## config.mk

```make
export PLATFORM = sky130hd
export DESIGN_NAME = rotary_quad_decoder
export DESIGN_NICKNAME = d
export VERILOG_FILES = /design/src/rtl/rotary_quad_decoder.sv
export SDC_FILE = /design/constraint.sdc
export NUM_CORES = 1
export LEC_CHECK = 0
export BUFFER_PORTS_ARGS = -buffer_cell sky130_fd_sc_hd__buf_2
export CAP_MARGIN = 40
export CORE_AREA = 2 2 94 96
export DETAILED_ROUTE_END_ITERATION = 12
export DIE_AREA = 0 0 96 98
export GPL_ROUTABILITY_DRIVEN = 1
export GPL_TIMING_DRIVEN = 0
export HOLD_SLACK_MARGIN = 0.12
export PLACE_DENSITY = 0.79
export SYNTH_ARGS = -nofsm -noshare
export SYNTH_HDL_FRONTEND = slang
export SYNTH_SLANG_ARGS = --single-unit
```

## constraint.sdc

```tcl
create_clock -name clk -period 7.9 [get_ports clk]
set_clock_uncertainty 0.2 [all_clocks]
set_input_delay 0.79 -clock clk [delete_from_list [all_inputs] [get_ports clk]]
set_output_delay 0.79 -clock clk [all_outputs]
set_load 0.02 [all_outputs]
```

## src/rtl/rotary_quad_decoder.sv

```systemverilog
// Multi-channel quadrature encoder decoder: per-channel 2-FF synchroniser, debouncer,
// X1/X2/X4 Gray decoder and signed position counter with wrap or saturation.
module rotary_quad_decoder #(
    parameter int unsigned N_CH    = 2,
    parameter int unsigned CNT_W   = 16,
    parameter int unsigned DEB_CYC = 1000,
    parameter int unsigned MODE    = 4,
    parameter int unsigned WRAP    = 1
) (
    input  logic                    clk,
    input  logic                    rstn,
    input  logic [N_CH-1:0]         enc_a,
    input  logic [N_CH-1:0]         enc_b,
    input  logic [N_CH-1:0]         clr,
    output logic [N_CH*CNT_W-1:0]   position,
    output logic [N_CH-1:0]         step_valid,
    output logic [N_CH-1:0]         step_dir,
    output logic [N_CH-1:0]         err
);

    localparam int unsigned        DebW    = $clog2(DEB_CYC + 1);
    localparam logic [DebW-1:0]    DebLast = DebW'(DEB_CYC - 1);
    localparam logic [DebW-1:0]    DebMax  = DebW'(DEB_CYC);
    localparam logic [DebW-1:0]    DebOne  = DebW'(1);
    localparam logic [CNT_W-1:0]   PosMax  = {1'b0, {(CNT_W-1){1'b1}}};
    localparam logic [CNT_W-1:0]   PosMin  = {1'b1, {(CNT_W-1){1'b0}}};
    localparam logic [CNT_W-1:0]   PosOne  = CNT_W'(1);

    for (genvar i = 0; i < N_CH; i++) begin : g_ch
        logic [1:0]       sync1_q, sync2_q;
        logic [DebW-1:0]  deb_cnt_q, deb_cnt_d;
        logic [1:0]       fab_q, fab_d;
        logic             load_q, load_d;
        logic [1:0]       pab_q, pab_d;
        logic             primed_q, primed_d;
        logic [CNT_W-1:0] pos_q, pos_d;
        logic             step_q, step_d;
        logic             dir_q, dir_d;
        logic             err_q, err_d;
        logic             fwd, rev, illegal, counts;

        // Counter restarts on any change of the synchronised pair; fab loads exactly once
        // when the pair has been stable for DEB_CYC cycles.
        always_comb begin
            deb_cnt_d = deb_cnt_q;
            fab_d     = fab_q;
            load_d    = 1'b0;
            if (sync1_q != sync2_q) begin
                deb_cnt_d = '0;
            end else if (deb_cnt_q != DebMax) begin
                deb_cnt_d = deb_cnt_q + DebOne;
            end
            if (deb_cnt_q == DebLast) begin
                fab_d  = sync2_q;
                load_d = 1'b1;
            end
        end

        always_comb begin
            fwd     = 1'b0;
            rev     = 1'b0;
            illegal = 1'b0;
            case ({pab_q, fab_q})
                4'b00_10, 4'b10_11, 4'b11_01, 4'b01_00: fwd     = 1'b1;
                4'b00_01, 4'b01_11, 4'b11_10, 4'b10_00: rev     = 1'b1;
                4'b00_11, 4'b11_00, 4'b10_01, 4'b01_10: illegal = 1'b1;
                default: ;
            endcase
            if (MODE == 1) begin
                counts = (fab_q == 2'b00);
            end else if (MODE == 2) begin
                counts = (fab_q[1] == fab_q[0]);
            end else begin
                counts = 1'b1;
            end
        end

        always_comb begin
            primed_d = primed_q;
            pab_d    = pab_q;
            pos_d    = pos_q;
            step_d   = 1'b0;
            dir_d    = dir_q;
            err_d    = err_q;
            if (load_q) begin
                primed_d = 1'b1;
                pab_d    = fab_q;
                if (primed_q) begin
                    if (illegal) begin
                        err_d = 1'b1;
                    end else if ((fwd || rev) && counts) begin
                        step_d = 1'b1;
                        dir_d  = fwd;
                        if (fwd) begin
                            if (WRAP != 0 || pos_q != PosMax) pos_d = pos_q + PosOne;
                        end else begin
                            if (WRAP != 0 || pos_q != PosMin) pos_d = pos_q - PosOne;
                        end
                    end
                end
            end
            // Clear wins over a same-cycle step; decoder history is kept.
            if (clr[i]) begin
                pos_d  = '0;
                err_d  = 1'b0;
                step_d = 1'b0;
                dir_d  = dir_q;
            end
        end

        always_ff @(posedge clk or negedge rstn) begin
            if (!rstn) begin
                sync1_q   <= 2'b00;
                sync2_q   <= 2'b00;
                deb_cnt_q <= '0;
                fab_q     <= 2'b00;
                load_q    <= 1'b0;
                pab_q     <= 2'b00;
                primed_q  <= 1'b0;
                pos_q     <= '0;
                step_q    <= 1'b0;
                dir_q     <= 1'b0;
                err_q     <= 1'b0;
            end else begin
                sync1_q   <= {enc_a[i], enc_b[i]};
                sync2_q   <= sync1_q;
                deb_cnt_q <= deb_cnt_d;
                fab_q     <= fab_d;
                load_q    <= load_d;
                pab_q     <= pab_d;
                primed_q  <= primed_d;
                pos_q     <= pos_d;
                step_q    <= step_d;
                dir_q     <= dir_d;
                err_q     <= err_d;
            end
        end

        assign position[i*CNT_W +: CNT_W] = pos_q;
        assign step_valid[i]              = step_q;
        assign step_dir[i]                = dir_q;
        assign err[i]                     = err_q;
    end

endmodule

```

==> results of run 1 <==
## metal layers
metal / wire [um] / vias up
li1: - / 2009
met1: 4740 / 1958
met2: 4900 / 64
met3: 368 / 7
met4: 72 / 0
met5: 0 / -
## sequential cells by signal, indices dropped and copies added, names as in the netlist
| name | cells |
|---|---|
| g_ch.dir_q | 2 |
| g_ch.primed_q | 2 |
| g_ch.sync2_q | 4 |
| g_ch.deb_cnt_q | 20 |
| g_ch.pos_q | 32 |
| g_ch.err_q | 2 |
| g_ch.sync1_q | 4 |
| g_ch.fab_q | 4 |
| g_ch.step_q | 2 |
| g_ch.load_q | 2 |
| g_ch.pab_q | 4 |
## layout make-up
cell class                      count  area share
Buffer                             17      0.0177
Multi-Input combinational cell    405       0.505
Clock buffer                       10      0.0253
Sequential cell                    78       0.359
Clock inverter                      5     0.00667
Tap cell                          108      0.0248
Inverter                           22      0.0152
Timing Repair Buffer               46      0.0469
## through the flow
| stage | power [W] | std cells | worst slack (ns) |
|---|---|---|---|
| 6_report | 0.000706 | 691 | 4.36 |
| 5_1_grt | 0.000735 | 691 | 4.20 |
| 4_1_cts | 0.000714 | 691 | 4.39 |
| 3_5_place_dp | 0.000444 | 676 | 4.41 |
| 3_3_place_gp | 0.000440 | 675 | 4.49 |
| 2_1_floorplan | 0.000427 | 522 | 4.95 |
## worst max-delay path by stage
stage / slack (ns) / end
after global placement: 4.49 / g_ch[0].pos_q[13]
after CTS: 4.39 / g_ch[0].pos_q[13]
final: 4.36 / g_ch[0].pos_q[13]
after detailed placement: 4.41 / g_ch[0].pos_q[13]
after global routing: 4.20 / g_ch[0].pos_q[7]
after floorplan: 4.95 / g_ch[0].pos_q[13]
## cells by family after synthesis
group	Yosys count
AND/OR/NAND/NOR	196
AO/OA/AOI/OAI	130
flip-flops	78
buffers and inverters	39
adder cells (fa/ha/maj)	34
XOR/XNOR	33
multiplexers	12
## synthesized netlist by cell type (5+ instances only)
library cell / instances / area (um2)
sky130_fd_sc_hd__nor2b_1: 5 / 31.3
sky130_fd_sc_hd__o21a_1: 9 / 67.6
sky130_fd_sc_hd__mux2_2: 10 / 113
sky130_fd_sc_hd__nand3_1: 17 / 85.1
sky130_fd_sc_hd__buf_4: 7 / 52.6
sky130_fd_sc_hd__or3_1: 5 / 31.3
sky130_fd_sc_hd__and2_1: 6 / 37.5
sky130_fd_sc_hd__and3_1: 7 / 43.8
sky130_fd_sc_hd__buf_2: 5 / 25.0
sky130_fd_sc_hd__nand2_1: 49 / 184
sky130_fd_sc_hd__o21ai_0: 23 / 115
sky130_fd_sc_hd__a211oi_1: 8 / 60.1
sky130_fd_sc_hd__nand3b_1: 10 / 75.1
sky130_fd_sc_hd__ha_1: 32 / 400
sky130_fd_sc_hd__xor2_1: 12 / 105
sky130_fd_sc_hd__o211ai_1: 6 / 45.0
sky130_fd_sc_hd__a21oi_1: 40 / 200
sky130_fd_sc_hd__clkbuf_1: 5 / 18.8
sky130_fd_sc_hd__nor2_1: 43 / 161
sky130_fd_sc_hd__nor3_1: 17 / 85.1
sky130_fd_sc_hd__inv_1: 22 / 82.6
sky130_fd_sc_hd__dfrtp_1: 78 / 1950
sky130_fd_sc_hd__nand4_1: 9 / 56.3
sky130_fd_sc_hd__a21o_1: 11 / 82.6
sky130_fd_sc_hd__xnor2_1: 19 / 166
## layout by cell type (no fill, tap or decap), types with 4 or more instances in the layout
master / n
sky130_fd_sc_hd__a211oi_1: 8
sky130_fd_sc_hd__a21o_1: 11
sky130_fd_sc_hd__a21oi_1: 40
sky130_fd_sc_hd__and2_1: 6
sky130_fd_sc_hd__and3_1: 7
sky130_fd_sc_hd__buf_2: 49
sky130_fd_sc_hd__buf_4: 8
sky130_fd_sc_hd__clkbuf_1: 5
sky130_fd_sc_hd__clkbuf_8: 10
sky130_fd_sc_hd__dfrtp_1: 78
sky130_fd_sc_hd__ha_1: 32
sky130_fd_sc_hd__inv_1: 22
sky130_fd_sc_hd__mux2_2: 10
sky130_fd_sc_hd__nand2_1: 49
sky130_fd_sc_hd__nand3_1: 17
sky130_fd_sc_hd__nand3b_1: 10
sky130_fd_sc_hd__nand4_1: 9
sky130_fd_sc_hd__nor2_1: 43
sky130_fd_sc_hd__nor2b_1: 5
sky130_fd_sc_hd__nor3_1: 17
sky130_fd_sc_hd__nor3_2: 4
sky130_fd_sc_hd__nor4_1: 4
sky130_fd_sc_hd__o211ai_1: 6
sky130_fd_sc_hd__o21a_1: 9
sky130_fd_sc_hd__o21ai_0: 23
sky130_fd_sc_hd__o311ai_0: 4
sky130_fd_sc_hd__o31a_1: 4
sky130_fd_sc_hd__or3_1: 5
sky130_fd_sc_hd__xnor2_1: 19
sky130_fd_sc_hd__xor2_1: 12
## where the power goes
group / internal [W] / leakage (nW) / switching [W]
registers: 0.000403 / 1.07 / 0.00000322
clock network: 0.000122 / 0.0921 / 0.000149
logic: 0.00000886 / 1.43 / 0.0000206
==> PnR_summary.wiki, run 1 <==
{| class="wikitable"
! Metric !! Value
|-
| Post-Route WL || roughly 10 mm
|-
| Depth of the CTS H-tree || 3
|-
| Simple-Gate Fraction of Synth Area || 0.210
|-
| Final core utilization || 0.643
|-
| Mux contribution to synthesized area || 0.0272
|-
| Width of the chip || 96 um
|-
| Largest stage delay on the critical path || ~0.45 ns
|-
| Reg2reg path depth || 10
|-
| Area of all placed cells without fillers || ~5400 um2
|-
| Post-DR vias/cell || between 5 and 6
|-
| Iteration count of the initial detailed-routing pass || 4
|-
| Syn_nets || roughly 560
|-
| Hold Fails Final Rpt || 0
|-
| R2r endpoint || g_ch[0].pos_q[13]
|-
| Critical path arrival || approximately 3.6 ns
|-
| Status || finished, final reports clean
|-
| Total overflow reported by the global router || 0
|-
| Met1 track demand over resource || 0.304
|-
| Maximum clock insertion buffer count || 2
|-
| Overall Global Routing Usage || 0.219
|-
| Number of synthesized register bits || slightly below 80
|-
| Clock tree from TritonCTS || built
|-
| Data required time at the worst endpoint || between 7 and 8 ns
|-
| Num Clock Sinks || between 70 and 80
|-
| Worst vdd rail ir drop || about 0.10 mV
|-
| Top Ports || 46
|-
| Net count, final || 621
|-
| Number of global-route vias before repair || roughly 3.7k
|-
| Clk root buf || sky130_fd_sc_hd__clkbuf_8
|-
| Logic depth of the worst path, buffers included || 10
|-
| Estimated wirelength of the detail-placed design || roughly 7.4 mm
|-
| Number of diodes || 0
|-
| Crit path kind || reg -> reg
|-
| Clock transition time at the flip-flop clock pins of the worst setup and hold paths || roughly 0.08 ns
|-
| Post-synthesis adder-cell area fraction || 0.0903
|-
| Count of buffer and inverter cells on the critical path || 1
|-
| Gr busiest metal || met2
|-
| Final setup violation count || 0
|-
| Power density over the cells || around 130 nW/um2
|-
| Cells after Synth || 522
|-
| Placement Cell Area || 5270 um2
|-
| Fin. max-slew vios || 0
|-
| Iteration-0 DRC count of the detailed router || 190
|-
| Vertical die dimension || 98 um
|-
| Area delta synth->final || 11.6%
|-
| Number of antenna-violating nets in the routed design || 0
|-
| Number of enable-type register cells in the synthesized netlist || 0
|-
| Clock insertion delay at the later pin of the skew report || around 0.35 ns
|-
| Final cycle utilization of the critical path || 0.448
|-
| Critical Path, Cell by Cell || xnor2_1 -> and2_1 -> inv_1 -> ha_1 -> and4_4 -> a21o_1 -> a211oi_1 -> a21o_1 -> a2111oi_0 -> a311o_1
|-
| Max Clk Rate || 283 MHz
|-
| Dominant combinational cell family by area after synthesis || simple AND/OR/NAND/NOR gates
|-
| Endpoint type of the worst setup path || flip-flop
|-
| Initial antenna violation count || 0
|-
| Residual DRC || 0
|-
| Post-CTS setup-driven buffer insertion count || 0
|-
| Most used DFF post-synth || sky130_fd_sc_hd__dfrtp_1
|-
| Total via count after detailed routing || about 4.0k
|-
| Clock buffers created by TritonCTS || 9
|-
| Element type at the critical path start || flip-flop
|-
| Number of rows created at floorplan || 34
|-
| Worst hold margin || 0.135 ns
|-
| Number of distinct library cells after synthesis || slightly above 60
|-
| Fill cell count || around 700
|-
| Seq. cell area || about 2000 um2
|-
| Post-synthesis instance area || a little under 5000 um2
|-
| Area fraction in compound gates after synthesis || 0.173
|-
| Area of the multi-input gates || around 2700 um2
|-
| Fraction of final layout cells with drive strength greater than 1 || 0.168
|-
| Final estimated routing congestion in global placement || 0.892
|-
| Avg Cell Area, Syn || ~9.3 um2
|-
| Pin count of the biggest net entering global routing || 60
|-
| Yosys warnings || 0
|-
| Launching instance or port of the critical path || g_ch[0].pab_q[1]
|-
| Setup tns final || 0 ns
|-
| Proportion of synthesized chip area in sequential cells || 0.400
|-
| Share of flip-flops with an asynchronous set or reset || 1.00
|-
| Max_slew headroom || 0.637
|-
| Standby leakage power || 2.59 nW
|-
| Transition time at the pin with the least slew margin || 0.544 ns
|-
| Max-capacitance violation count || 0
|-
| Path category of the worst min-delay check || in -> async
|-
| Launch instance of the worst register-to-register path || g_ch[0].pab_q[1]
|-
| Dominant delay contributor by cell family on the critical path || compound AO/OA/AOI/OAI gates
|-
| Minimum period implied by the final worst setup slack || 3.54 ns
|-
| # port buffers || between 40 and 50
|-
| Met2 routing resource usage after global routing || 0.352
|-
| Xor/xnor share of the synthesized area || 0.0623
|-
| Met3 track demand over resource in global routing || 0.0401
|-
| CP max FO || 14
|-
| Effective utilization at floorplan || 0.576
|-
| Cell with the largest stage delay on the worst path || sky130_fd_sc_hd__ha_1
|-
| Unrepaired setup endpoints after global routing || false
|-
| Die Footprint || between 9000 and 10,000 um2
|-
| Number of buffers inserted for hold repair after clock tree synthesis || 0
|-
| Global-route wire length before repair || between 15 and 20 mm
|-
| Count of cells resized by post-cts repair || 0
|-
| Placeable Area || about 8500 um2
|-
| Average routed wire per standard cell || 14.6 um
|-
| Most common cell type on the critical path || sky130_fd_sc_hd__a21o_1
|-
| Setup slack on the worst flop-to-flop path || 4.36 ns
|}
(Power assumes the default switching activity.)
==> run 2: changes to the inputs <==
--- a/config.mk
+++ b/config.mk
@@ -7,13 +7,13 @@
 export LEC_CHECK = 0
 export BUFFER_PORTS_ARGS = -buffer_cell sky130_fd_sc_hd__buf_2
 export CAP_MARGIN = 40
-export CORE_AREA = 2 2 94 96
+export CORE_AREA = 2 2 99 101
 export DETAILED_ROUTE_END_ITERATION = 12
-export DIE_AREA = 0 0 96 98
+export DIE_AREA = 0 0 101 103
 export GPL_ROUTABILITY_DRIVEN = 1
 export GPL_TIMING_DRIVEN = 0
 export HOLD_SLACK_MARGIN = 0.12
-export PLACE_DENSITY = 0.79
+export PLACE_DENSITY = 0.75
 export SYNTH_ARGS = -nofsm -noshare
 export SYNTH_HDL_FRONTEND = slang
 export SYNTH_SLANG_ARGS = --single-unit
==> constraint.sdc (replaced) <==
create_clock -name clk -period 3.2 [get_ports clk]
set_clock_uncertainty 0.2 [all_clocks]
set_input_delay 0.32 -clock clk [delete_from_list [all_inputs] [get_ports clk]]
set_output_delay 0.32 -clock clk [all_outputs]
set_load 0.02 [all_outputs]
==> run 2 against run 1 <==
Worst hold slack improved by 0.031 ns. Design area rose by 3.6%. Combinational power rose to 2.7 times the previous value. Critical endpoint is now g_ch[0].pos_q[14]. Largest power group unchanged.
==> PnR_summary.wiki, run 2 (synthesized netlist as in run 1, its figures left out) <==
{| class="wikitable"
! Metric !! Value
|-
| Status || finished, final reports clean (unchanged)
|-
| Commonest cells after routing, fill and taps aside || sky130_fd_sc_hd__dfrtp_1, sky130_fd_sc_hd__nand2_1, sky130_fd_sc_hd__buf_2, sky130_fd_sc_hd__nor2_1, sky130_fd_sc_hd__a21oi_1 (unchanged)
|-
| Fill cell count || 842 (was 713)
|-
| Power density over the cells || 319 nW/um2 (was 130 nW/um2)
|-
| Element type at the critical path start || flip-flop (unchanged)
|-
| Critical Path, Cell by Cell || xnor2_2 -> and2_4 -> clkinvlp_4 -> ha_1 -> nor2b_4 -> o31a_1 -> o211ai_1 -> and2_1 -> o311ai_0 -> o311ai_1 (was xnor2_1 -> and2_1 -> inv_1 -> ha_1 -> and4_4 -> a21o_1 -> a211oi_1 -> a21o_1 -> a2111oi_0 -> a311o_1)
|-
| Transition time at the pin with the least slew margin || 0.566 ns (was 0.544 ns)
|-
| Clock tree from TritonCTS || built (unchanged)
|-
| Internal || 0.00132 W (was 0.000533 W)
|-
| Launch instance of the worst register-to-register path || g_ch[0].pab_q[1] (unchanged)
|-
| Crit path kind || reg -> reg (unchanged)
|-
| R2r endpoint || g_ch[0].pos_q[14] (was g_ch[0].pos_q[13])
|-
| Area of the multi-input gates || 2800 um2 (was 2750 um2)
|-
| Effective utilization at floorplan || 0.516 (was 0.576)
|-
| Minimum period implied by the final worst setup slack || 3.08 ns (was 3.54 ns)
|-
| Max Clk Rate || 324 MHz (was 283 MHz)
|-
| Num Clock Sinks || 78 (unchanged)
|-
| # port buffers || 45 (unchanged)
|-
| Fraction of final layout cells with drive strength greater than 1 || 0.205 (was 0.168)
|-
| Iteration-0 DRC count of the detailed router || 152 (was 190)
|-
| Post-Layout Cell Count || 709 (was 691)
|-
| Most common cell after layout, fill and taps aside || sky130_fd_sc_hd__dfrtp_1 (unchanged)
|-
| Max_slew headroom || 0.623 (was 0.637)
|-
| Die Footprint || 10,400 um2 (was 9410 um2)
|-
| Clk root buf || sky130_fd_sc_hd__clkbuf_8 (unchanged)
|-
| Vertical die dimension || 103 um (was 98 um)
|-
| Area delta synth->final || 15.6% (was 11.6%)
|-
| Hold Fails Final Rpt || 0 (unchanged)
|-
| Switch share || 0.267 (was 0.244)
|-
| Count of buffer and inverter cells on the critical path || 1 (unchanged)
|-
| Endpoint type of the worst setup path || flip-flop (unchanged)
|-
| Average routed wire per standard cell || 15.0 um (was 14.6 um)
|-
| Largest regs || g_ch.pos_q x32, g_ch.deb_cnt_q x20 (unchanged)
|-
| Placement Cell Area || 5280 um2 (was 5270 um2)
|-
| Total via count after detailed routing || 4,123 (was 4,038)
|-
| Beginning of the worst hold path || clr[0]
|-
| Comb pwr share || 0.043 (was 0.042)
|-
| Pin count of the biggest net entering global routing || 56 (was 60)
|-
| Hold Path Depth || 3
|-
| Iteration count of the initial detailed-routing pass || 4 (unchanged)
|-
| Clock buffers created by TritonCTS || 9 (unchanged)
|-
| Worst slack, placed || -0.303 ns (was 4.41 ns)
|-
| Final estimated routing congestion in global placement || 0.903 (was 0.892)
|-
| Data required time at the worst endpoint || 3.22 ns (was 7.92 ns)
|-
| Number of diodes || 0 (unchanged)
|-
| Unrepaired setup endpoints after global routing || true (was false)
|-
| Overall Global Routing Usage || 0.213 (was 0.219)
|-
| Setup tns final || 0 ns (unchanged)
|-
| Reg2reg path depth || 10 (unchanged)
|-
| Worst path setup slack after routing || 0.118 ns (was 4.36 ns)
|-
| Cell with the largest stage delay on the worst path || sky130_fd_sc_hd__dfrtp_2 (was sky130_fd_sc_hd__ha_1)
|-
| Width of the chip || 101 um (was 96 um)
|-
| Clock share of power || 0.400 (was 0.383)
|-
| Dominant delay contributor by cell family on the critical path || compound AO/OA/AOI/OAI gates (unchanged)
|-
| Path category of the worst min-delay check || in -> reg (was in -> async)
|-
| Max-capacitance violation count || 0 (unchanged)
|-
| Global-route wire length before repair || 17.7 mm (was 16.7 mm)
|-
| Final cycle utilization of the critical path || 0.963 (was 0.448)
|-
| Clock insertion delay at the later pin of the skew report || 0.37 ns (was 0.35 ns)
|-
| Clock transition time at the flip-flop clock pins of the worst setup and hold paths || 0.09 ns (was 0.08 ns)
|-
| Top Ports || 46 (unchanged)
|-
| Seq. cell area || 1950 um2 (about the same)
|-
| Final core utilization || 0.596 (was 0.643)
|-
| Standby leakage power || 2.65 nW (was 2.59 nW)
|-
| Final setup violation count || 0 (unchanged)
|-
| Number of flip-flops in the largest register || 32 (unchanged)
|-
| Placeable Area || 9460 um2 (was 8470 um2)
|-
| Net count, final || 632 (was 621)
|-
| Initial antenna violation count || 0 (unchanged)
|-
| Number of rows created at floorplan || 36 (was 34)
|-
| Inst Count DP || 682 (was 676)
|-
| Worst vdd rail ir drop || 0.276 mV (was 0.0999 mV)
|-
| Estimated wirelength of the detail-placed design || 7.63 mm (was 7.44 mm)
|-
| Total overflow reported by the global router || 0 (unchanged)
|-
| Number of global-route vias before repair || 3,959 (was 3,735)
|-
| Post-Route WL || 10.6 mm (was 10.1 mm)
|-
| Area of all placed cells without fillers || 5640 um2 (was 5440 um2)
|-
| Switching pwr || 0.000481 W (was 0.000173 W)
|-
| Critical path arrival || 3.10 ns (was 3.56 ns)
|-
| Post-DR vias/cell || 5.82 (was 5.84)
|-
| Maximum clock insertion buffer count || 2 (unchanged)
|-
| Register bank with the most flops || g_ch.pos_q (unchanged)
|-
| Depth of the CTS H-tree || 3 (unchanged)
|-
| CP max FO || 5 (was 14)
|-
| Residual DRC || 0 (unchanged)
|-
| Largest stage delay on the critical path || 0.46 ns (was 0.45 ns)
|-
| Setup slack on the worst flop-to-flop path || 0.12 ns (was 4.36 ns)
|-
| Fin. max-slew vios || 0 (unchanged)
|-
| Hold-critical path endpoint || g_ch[0].pos_q[9]
|-
| Number of antenna-violating nets in the routed design || 0 (unchanged)
|-
| Flop pwr share || 0.557 (was 0.575)
|}
## run 2: layer usage
metal  up-vias  track usage  routed length, um
met4         0        0.117                307
met5         -            0                  0
li1       2028            -                  -
met1      1999        0.283               4900
met2        73        0.343               5060
met3        23       0.0258                345
## run 2: per-stage QoR
stage | hold WS, ns | total power, W
detailed placement | 0.0485 | 0.00110
global placement | 0.178 | 0.00109
finish | 0.166 | 0.00180
global route | 0.180 | 0.00187
CTS | 0.141 | 0.00182
floorplan | -0.176 | 0.00105
## run 2: power by group through the flow
stage | sequential (W) | combinational [W] | clock, W
2_1_floorplan | 0.00102 | 0.0000335 | 0
3_3_place_gp | 0.00102 | 0.0000669 | 0
3_5_place_dp | 0.00102 | 0.0000753 | 0
4_1_cts | 0.00100 | 0.0000802 | 0.000735
5_1_grt | 0.00100 | 0.0000896 | 0.000776
6_report | 0.00100 | 0.0000782 | 0.000719
## run 2: final cells by class
type / count / area share
well taps: 114 / 0.0253
clock inverters: 7 / 0.0111
inverters: 22 / 0.0160
flip-flops and latches: 78 / 0.347
repair inverters: 1 / 0.00133
multi-input cells: 405 / 0.497
repair buffers: 56 / 0.0630
plain buffers: 17 / 0.0171
clock buffers: 9 / 0.0220
## run 2: worst register-to-register path: stages (launching register included)
cell and delay [ns]:
sky130_fd_sc_hd__dfrtp_2 0.46, sky130_fd_sc_hd__xnor2_2 0.21, sky130_fd_sc_hd__and2_4 0.25, sky130_fd_sc_hd__clkinvlp_4 0.17, sky130_fd_sc_hd__ha_1 0.37, sky130_fd_sc_hd__nor2b_4 0.18, sky130_fd_sc_hd__o31a_1 0.19, sky130_fd_sc_hd__o211ai_1 0.14
sky130_fd_sc_hd__and2_1 0.22, sky130_fd_sc_hd__o311ai_0 0.37, sky130_fd_sc_hd__o311ai_1 0.17
## run 2: worst max path at each step
stage                                 from                 to  cells after the start
final                     g_ch[0].pab_q[1]  g_ch[0].pos_q[14]                     10
after global routing      g_ch[0].pab_q[1]  g_ch[0].pos_q[14]                     10
after CTS                 g_ch[0].fab_q[1]  g_ch[0].pos_q[13]                     10
after detailed placement  g_ch[0].pab_q[1]  g_ch[0].pos_q[13]                     10
after global placement    g_ch[0].pab_q[1]  g_ch[0].pos_q[13]                     10
after floorplan           g_ch[0].pab_q[1]  g_ch[0].pos_q[13]                     10
## run 2: what timing repair did
item,CTS,global route
cloned,1,0
setup buffers,4,1
hold buffers,5,0
gates resized for setup,9,18
pin swaps,0,1
hold endpoints to repair,82,0
setup endpoints to repair,12,12
